--- src/rtl/operand_hazard_ctrl_pkg.sv ---
// operand_hazard_ctrl_pkg: register-index width, forward-select codes and multi-cycle timer states
package operand_hazard_ctrl_pkg;
  localparam int REG_ADDR_W_DEF = 5;
  localparam int FWD_SEL_W = 2;
  typedef logic [FWD_SEL_W-1:0] fwd_sel_t;
  localparam fwd_sel_t FWD_SEL_REG = 2'b00;
  localparam fwd_sel_t FWD_SEL_EX = 2'b01;
  localparam fwd_sel_t FWD_SEL_MEM = 2'b10;
  typedef enum logic {MC_IDLE, MC_BUSY} mc_state_e;
  function automatic fwd_sel_t fwd_pick(input logic ex_hit, input logic mem_hit);
    return ex_hit ? FWD_SEL_EX : mem_hit ? FWD_SEL_MEM : FWD_SEL_REG;
  endfunction
endpackage

--- src/rtl/operand_hazard_ctrl_if.sv ---
// operand_hazard_ctrl_if: ID-stage operand info in, stall/bubble/forward controls out
interface operand_hazard_ctrl_if #(
  parameter int REG_ADDR_W = operand_hazard_ctrl_pkg::REG_ADDR_W_DEF,
  parameter int PERF_W = 32
);
  import operand_hazard_ctrl_pkg::*;
  logic id_valid, id_rs_read, id_rt_read, id_wb_en, id_is_load, id_multi_cycle;
  logic [REG_ADDR_W-1:0] id_rs, id_rt, id_wb_reg;
  logic mem_stall_req, flush;
  logic stall_front, bubble_ex, stall_back, mc_busy;
  fwd_sel_t fwd_sel_1, fwd_sel_2;
  logic [PERF_W-1:0] perf_stall_cnt;
  modport master (
    output id_valid, id_rs_read, id_rs, id_rt_read, id_rt, id_wb_en, id_wb_reg, id_is_load,
           id_multi_cycle, mem_stall_req, flush,
    input stall_front, bubble_ex, stall_back, fwd_sel_1, fwd_sel_2, mc_busy, perf_stall_cnt
  );
  modport slave (
    input id_valid, id_rs_read, id_rs, id_rt_read, id_rt, id_wb_en, id_wb_reg, id_is_load,
          id_multi_cycle, mem_stall_req, flush,
    output stall_front, bubble_ex, stall_back, fwd_sel_1, fwd_sel_2, mc_busy, perf_stall_cnt
  );
endinterface

--- src/rtl/operand_hazard_ctrl_mc_stall_timer.sv ---
// operand_hazard_ctrl_mc_stall_timer: holds busy for CYCLES-1 unpaused cycles after start
module operand_hazard_ctrl_mc_stall_timer
  import operand_hazard_ctrl_pkg::*;
#(
  parameter int CYCLES = 4
) (
  input  logic clk,
  input  logic rst,
  input  logic start,
  input  logic pause,
  input  logic abort,
  output logic busy
);
  localparam int CW = $clog2(CYCLES);
  mc_state_e state, state_nxt;
  logic [CW-1:0] cnt, cnt_nxt;
  // state and remaining-count registers
  always_ff @(posedge clk) begin
    if (rst) begin
      state <= MC_IDLE;
      cnt <= '0;
    end else begin
      state <= state_nxt;
      cnt <= cnt_nxt;
    end
  end
  // start loads the count, pause holds it, abort or the last count returns to idle
  always_comb begin
    state_nxt = state;
    cnt_nxt = cnt;
    if (abort) begin
      state_nxt = MC_IDLE;
      cnt_nxt = '0;
    end else if (state == MC_IDLE) begin
      if (start) begin
        state_nxt = MC_BUSY;
        cnt_nxt = CW'(CYCLES - 2);
      end
    end else if (!pause) begin
      if (cnt == '0) state_nxt = MC_IDLE;
      else cnt_nxt = cnt - 1'b1;
    end
  end
  assign busy = state == MC_BUSY;
endmodule

--- src/rtl/operand_hazard_ctrl.sv ---
// operand_hazard_ctrl: ID operand forwarding and pipeline stall/bubble arbitration (HAZARD_PERF_EN adds stall counter)
module operand_hazard_ctrl
  import operand_hazard_ctrl_pkg::*;
#(
  parameter int REG_ADDR_W = REG_ADDR_W_DEF,
  parameter int MC_CYCLES = 4,
  parameter int PERF_W = 32
) (
  input logic clk,
  input logic rst,
  operand_hazard_ctrl_if.slave hz
);
  logic ex_v, ex_wb, ex_load, mem_v, mem_wb;
  logic [REG_ADDR_W-1:0] ex_reg, mem_reg;
  logic busy, ex_hit_1, ex_hit_2, mem_hit_1, mem_hit_2, load_use, enter_ex;
  assign ex_hit_1 = hz.id_rs_read && ex_v && ex_wb && ex_reg == hz.id_rs && hz.id_rs != '0;
  assign ex_hit_2 = hz.id_rt_read && ex_v && ex_wb && ex_reg == hz.id_rt && hz.id_rt != '0;
  assign mem_hit_1 = hz.id_rs_read && mem_v && mem_wb && mem_reg == hz.id_rs && hz.id_rs != '0;
  assign mem_hit_2 = hz.id_rt_read && mem_v && mem_wb && mem_reg == hz.id_rt && hz.id_rt != '0;
  assign load_use = hz.id_valid && ex_v && ex_load && (ex_hit_1 || ex_hit_2);
  assign hz.fwd_sel_1 = fwd_pick(ex_hit_1, mem_hit_1);
  assign hz.fwd_sel_2 = fwd_pick(ex_hit_2, mem_hit_2);
  assign hz.stall_front = !hz.flush && (hz.mem_stall_req || busy || load_use);
  assign hz.stall_back = !hz.flush && hz.mem_stall_req;
  assign hz.bubble_ex = !hz.flush && !hz.mem_stall_req && !busy && load_use;
  assign hz.mc_busy = !hz.flush && busy;
  assign enter_ex = !hz.flush && !hz.mem_stall_req && !busy && hz.id_valid && !load_use;
  // in-flight destination trackers; a busy multi-cycle op pins EX and feeds bubbles to MEM
  always_ff @(posedge clk) begin
    if (rst) begin
      ex_v <= 1'b0;
      ex_wb <= 1'b0;
      ex_load <= 1'b0;
      ex_reg <= '0;
      mem_v <= 1'b0;
      mem_wb <= 1'b0;
      mem_reg <= '0;
    end else if (hz.flush) begin
      ex_v <= 1'b0;
      mem_v <= 1'b0;
    end else if (!hz.stall_back) begin
      mem_v <= ex_v && !busy;
      mem_wb <= ex_wb;
      mem_reg <= ex_reg;
      if (!busy) begin
        ex_v <= enter_ex;
        ex_wb <= hz.id_wb_en;
        ex_load <= hz.id_is_load;
        ex_reg <= hz.id_wb_reg;
      end
    end
  end
  operand_hazard_ctrl_mc_stall_timer #(.CYCLES(MC_CYCLES)) u_mc_stall_timer (
    .clk(clk),
    .rst(rst),
    .start(enter_ex && hz.id_multi_cycle),
    .pause(hz.mem_stall_req),
    .abort(hz.flush),
    .busy(busy)
  );
`ifdef HAZARD_PERF_EN
  logic [PERF_W-1:0] perf_cnt;
  // saturating count of front-end stall cycles
  always_ff @(posedge clk) begin
    if (rst) perf_cnt <= '0;
    else if (hz.stall_front && perf_cnt != '1) perf_cnt <= perf_cnt + 1'b1;
  end
  assign hz.perf_stall_cnt = perf_cnt;
`else
  assign hz.perf_stall_cnt = PERF_W'(0);
`endif
endmodule

--- src/flat_wrapper.sv ---
// flat-port wrapper written by rule: the top's interface ports become plain ports
module operand_hazard_ctrl_flat import operand_hazard_ctrl_pkg::*;
#(
  parameter int REG_ADDR_W = REG_ADDR_W_DEF,
  parameter int MC_CYCLES = 4,
  parameter int PERF_W = 32
)
  (clk, rst, hz_id_valid, hz_id_rs_read, hz_id_rs, hz_id_rt_read, hz_id_rt, hz_id_wb_en, hz_id_wb_reg, hz_id_is_load, hz_id_multi_cycle, hz_mem_stall_req, hz_flush, hz_stall_front, hz_bubble_ex, hz_stall_back, hz_fwd_sel_1, hz_fwd_sel_2, hz_mc_busy, hz_perf_stall_cnt);
  operand_hazard_ctrl_if #(.REG_ADDR_W(REG_ADDR_W), .PERF_W(PERF_W)) hz_i ();
  input logic clk;
  input logic rst;
  input wire logic [$bits(hz_i.id_valid)-1:0] hz_id_valid;
  input wire logic [$bits(hz_i.id_rs_read)-1:0] hz_id_rs_read;
  input wire logic [$bits(hz_i.id_rs)-1:0] hz_id_rs;
  input wire logic [$bits(hz_i.id_rt_read)-1:0] hz_id_rt_read;
  input wire logic [$bits(hz_i.id_rt)-1:0] hz_id_rt;
  input wire logic [$bits(hz_i.id_wb_en)-1:0] hz_id_wb_en;
  input wire logic [$bits(hz_i.id_wb_reg)-1:0] hz_id_wb_reg;
  input wire logic [$bits(hz_i.id_is_load)-1:0] hz_id_is_load;
  input wire logic [$bits(hz_i.id_multi_cycle)-1:0] hz_id_multi_cycle;
  input wire logic [$bits(hz_i.mem_stall_req)-1:0] hz_mem_stall_req;
  input wire logic [$bits(hz_i.flush)-1:0] hz_flush;
  output wire logic [$bits(hz_i.stall_front)-1:0] hz_stall_front;
  output wire logic [$bits(hz_i.bubble_ex)-1:0] hz_bubble_ex;
  output wire logic [$bits(hz_i.stall_back)-1:0] hz_stall_back;
  output wire logic [$bits(hz_i.fwd_sel_1)-1:0] hz_fwd_sel_1;
  output wire logic [$bits(hz_i.fwd_sel_2)-1:0] hz_fwd_sel_2;
  output wire logic [$bits(hz_i.mc_busy)-1:0] hz_mc_busy;
  output wire logic [$bits(hz_i.perf_stall_cnt)-1:0] hz_perf_stall_cnt;
  assign hz_i.id_valid = hz_id_valid;
  assign hz_i.id_rs_read = hz_id_rs_read;
  assign hz_i.id_rs = hz_id_rs;
  assign hz_i.id_rt_read = hz_id_rt_read;
  assign hz_i.id_rt = hz_id_rt;
  assign hz_i.id_wb_en = hz_id_wb_en;
  assign hz_i.id_wb_reg = hz_id_wb_reg;
  assign hz_i.id_is_load = hz_id_is_load;
  assign hz_i.id_multi_cycle = hz_id_multi_cycle;
  assign hz_i.mem_stall_req = hz_mem_stall_req;
  assign hz_i.flush = hz_flush;
  assign hz_stall_front = hz_i.stall_front;
  assign hz_bubble_ex = hz_i.bubble_ex;
  assign hz_stall_back = hz_i.stall_back;
  assign hz_fwd_sel_1 = hz_i.fwd_sel_1;
  assign hz_fwd_sel_2 = hz_i.fwd_sel_2;
  assign hz_mc_busy = hz_i.mc_busy;
  assign hz_perf_stall_cnt = hz_i.perf_stall_cnt;
  operand_hazard_ctrl #(.REG_ADDR_W(REG_ADDR_W), .MC_CYCLES(MC_CYCLES), .PERF_W(PERF_W)) u_core (.clk(clk), .rst(rst), .hz(hz_i));
endmodule
--- config.mk ---
export PLATFORM = sky130hd
export DESIGN_NAME = operand_hazard_ctrl_flat
export DESIGN_NICKNAME = d
export VERILOG_FILES = /design/src/rtl/operand_hazard_ctrl_pkg.sv /design/src/rtl/operand_hazard_ctrl_if.sv /design/src/rtl/operand_hazard_ctrl_mc_stall_timer.sv /design/src/rtl/operand_hazard_ctrl.sv /design/src/flat_wrapper.sv
export SDC_FILE = /design/constraint.sdc
export NUM_CORES = 1
export LEC_CHECK = 0
export CORE_MARGIN = 2
export CORE_UTILIZATION = 43
export DETAILED_ROUTE_END_ITERATION = 7
export PLACE_DENSITY = 0.85
export SETUP_SLACK_MARGIN = 0.4
export SLEW_MARGIN = 5
export SYNTH_ARGS = -nofsm -noshare
export SYNTH_HDL_FRONTEND = slang
export SYNTH_HIERARCHICAL = 1
export SYNTH_SLANG_ARGS = --single-unit
export TNS_END_PERCENT = 50
--- constraint.sdc ---
create_clock -name clk -period 4.7 [get_ports clk]
set_input_delay 0.94 -clock clk [delete_from_list [all_inputs] [get_ports clk]]
set_output_delay 0.94 -clock clk [all_outputs]
set_load 0.05 [all_outputs]
==> flow_summary.toml <==
[timing]
slew_viol_final = 0
fmax_mhz = 236.3
tightestPinTransition_ns = 0.8113
period_minus_slack_ns = 4.232
layout_setup_ws_ns = 0.4683
finalCritPeriodShare_pct = 90.04
rsz0062_at_grt = "yes"
final.setup.tns_ns = 0
slew_headroom_pct = 45.49
fin_skew_ns = 0.003066
finalHoldViolCount = 0
setup_viol = 0

[detailed_routing]
drt_wl_total_um = 2615
ant_nets = 0
drc_errors = 6
vias = 1064
dr.pass1.iters = 6
drt-initial-drc-count = 23
wl_per_cell_um = 11.67
via_per_inst = 4.750

[worst_hold_path]
min_path_cells = 2
worstHoldStart = "u_core/ex_load"
hold_end = "u_core/ex_load"
hold_class = "register to register"

[critical_path]
reg2reg_depth = 8
crit_top_cell = "clkdlybuf4s50_1"
path_class = "input pin to output pin"
cpMaxStageDelayCell = "clkdlybuf4s50_1"
crit_chain = "clkdlybuf4s50_1 -> or4_4 -> o21ai_2 -> nor3_2 -> o2111ai_2 -> nor2_1 -> clkdlybuf4s50_1"
max_stage_delay_ns = 0.70
rrSetupSlack_ns = 2.53
start_kind = "input pin"
crit_arrival_ns = 3.29
crit_path_max_fanout = 4
worstReg2RegStart = "u_core/ex_reg[4]"
end_kind = "output pin"
timing.rr.end = "u_core/u_mc_stall_timer/cnt[0]"
cp.required_ns = 3.76

[clock_network]
cts_tree = "done"
clock_latency_ns = 0.29
htreeDepth = 1
clk_pin_slew_ns = 0.10
clock_path_buffers = 2
cts_sinks = 18
clockRootBuffer = "clkbuf_4"
cts_buffers = 3

[global_route]
grt.total_usage_pct = 15.46
grt_pass1_vias = 933
overflow = 0
grt_start_max_net_pins = 19
grt_pass1_wl_um = 4077
antenna_found_initial = 0

[die]
io_pins = 65
die_w_um = 58.67
start_util_pct = 45.81
row_count = 19
die_area_mm2 = 0.003442
die_h_um = 58.67
core_area_mm2 = 0.002805

[pwr]
power.total_uw = 376.8
irDropWorstVdd_uv = 171.7
p_leak_nw = 0.5843
cellPowerDensity_mw_per_mm2 = 244.0

[status]
outcome = "finished, violations left"
violations = "DRC"

[logic_synthesis]
yosys_warnings = 6
yosysUniqueCellTypes = 30
synth_top_area_share_pct = 28.04
synth_largest_area_cell = "dfxtp_1"
seq_area_frac_synth_pct = 28.04
synth_edf_count = 0
synth_flop_cell = "dfxtp_1"
synth.top_cells.by_count = "34 x buf_4, 22 x nand2_1, 18 x dfxtp_1"
synth_cells = 162
yosysMostFrequentCell = "buf_4"
synth_area_leaders = "dfxtp_1 28%, buf_4 20%, xnor2_1 8.2%"
syn_area_per_cell_um2 = 7.932
synthArstFlopShare_pct = 0
synth_area_mm2 = 0.001285
ys_ff_latch = 18

[placement]
place_congestion = 0.8378
placed_cell_area_mm2 = 0.001505
dp_worst_setup_slack_ns = 0.4288
hpwl_um = 2052
port_buffers = 32

[cells_and_area]
area_growth_pct = 20.16
fin_util_pct = 55.04
nFillCells = 292
layout-drive-gt1-share_pct = 6.218
diodes = 0
nets = 220
post-route-cell-area_mm2 = 0.001544

[flow_run]
cap_violations = 0
-- per-layer routing --
| layer | GRT usage [%] | vias up | wire (µm) |
|---|---|---|---|
| met4 | 6.818 | 0 | 48 |
| met1 | 20.49 | 470 | 1165 |
| li1 | - | 548 | - |
| met5 | 0 | - | 0 |
| met3 | 2.857 | 6 | 168 |
| met2 | 24.56 | 40 | 1232 |
-- layout make-up --
| cell class | count | area (µm²) | area share [%] |
|---|---|---|---|
| timing repair buffer | 34 | 337.8 | 21.88 |
| tap | 31 | 38.79 | 2.512 |
| sequential | 18 | 360.3 | 23.34 |
| clock buffer | 4 | 36.28 | 2.350 |
| multi-input combinational | 135 | 763.2 | 49.43 |
| inverter | 2 | 7.507 | 0.4862 |
-- through the flow --
step | hold WS (ns) | instances
2_1_floorplan | 0.4485 | 193
3_3_place_gp | 0.4775 | 220
3_5_place_dp | 0.4858 | 220
4_1_cts | 0.5005 | 224
5_1_grt | 0.5184 | 224
6_report | 0.4969 | 224
-- cells by family after synthesis --
kind of cell    after synthesis  synth area share (%)
simple gates                 51                 19.96
buf+inv                      40                 21.62
compound gates               30                 14.70
xor+xnor                     20                 13.63
flops                        18                 28.04
fa+ha+maj                     1                0.9736
other cells                   1                0.2918
mux                           1                0.7790
-- worst max-delay path: cells and delay by family --
family / cells / cell delay, ns
compound gates: 2 / 0.44
buf+inv: 2 / 1.18
simple gates: 3 / 0.73
-- placed cells by master (no fill, tap or decap), drive strengths merged, types with 2 or more instances in the layout --
master and n:
clkdlybuf4s50 31, xor2 8, nor4 3, a21oi 15, conb 32, nand2 22
buf 2, o21ai 9, nor2b 2, dfxtp 18, clkbuf 4, inv 2
or4 2, nand4 4, o21a 2, nor3 7, nor2 5, nor3b 2
xnor2 12, nand3 2
-- power by group --
group	switching (mW)	internal, mW
logic	0.0852	0.0341
clock network	0.0478	0.0472
registers	0.00567	0.157
total	0.139	0.238
-- worst max-delay path by stage --
stage,from,end,slack [ns]
2_1_floorplan,hz_id_rs[0],hz_fwd_sel_1[1],0.97
3_3_place_gp,hz_id_rs[4],hz_stall_front,0.44
3_5_place_dp,hz_id_rs[1],hz_stall_front,0.43
4_1_cts,hz_id_rs[1],hz_stall_front,0.43
5_1_grt,hz_id_rs[1],hz_bubble_ex,0.34
6_report,hz_id_rt[0],hz_bubble_ex,0.47
-- timing repair --
action	in CTS	in global routing
hold buffers	0	0
endpoints found under the hold margin	0	0
setup buffers	0	0
endpoints found under the setup margin	0	2
resized for setup	0	1
Note: power is estimated with default switching activity, not from simulation.
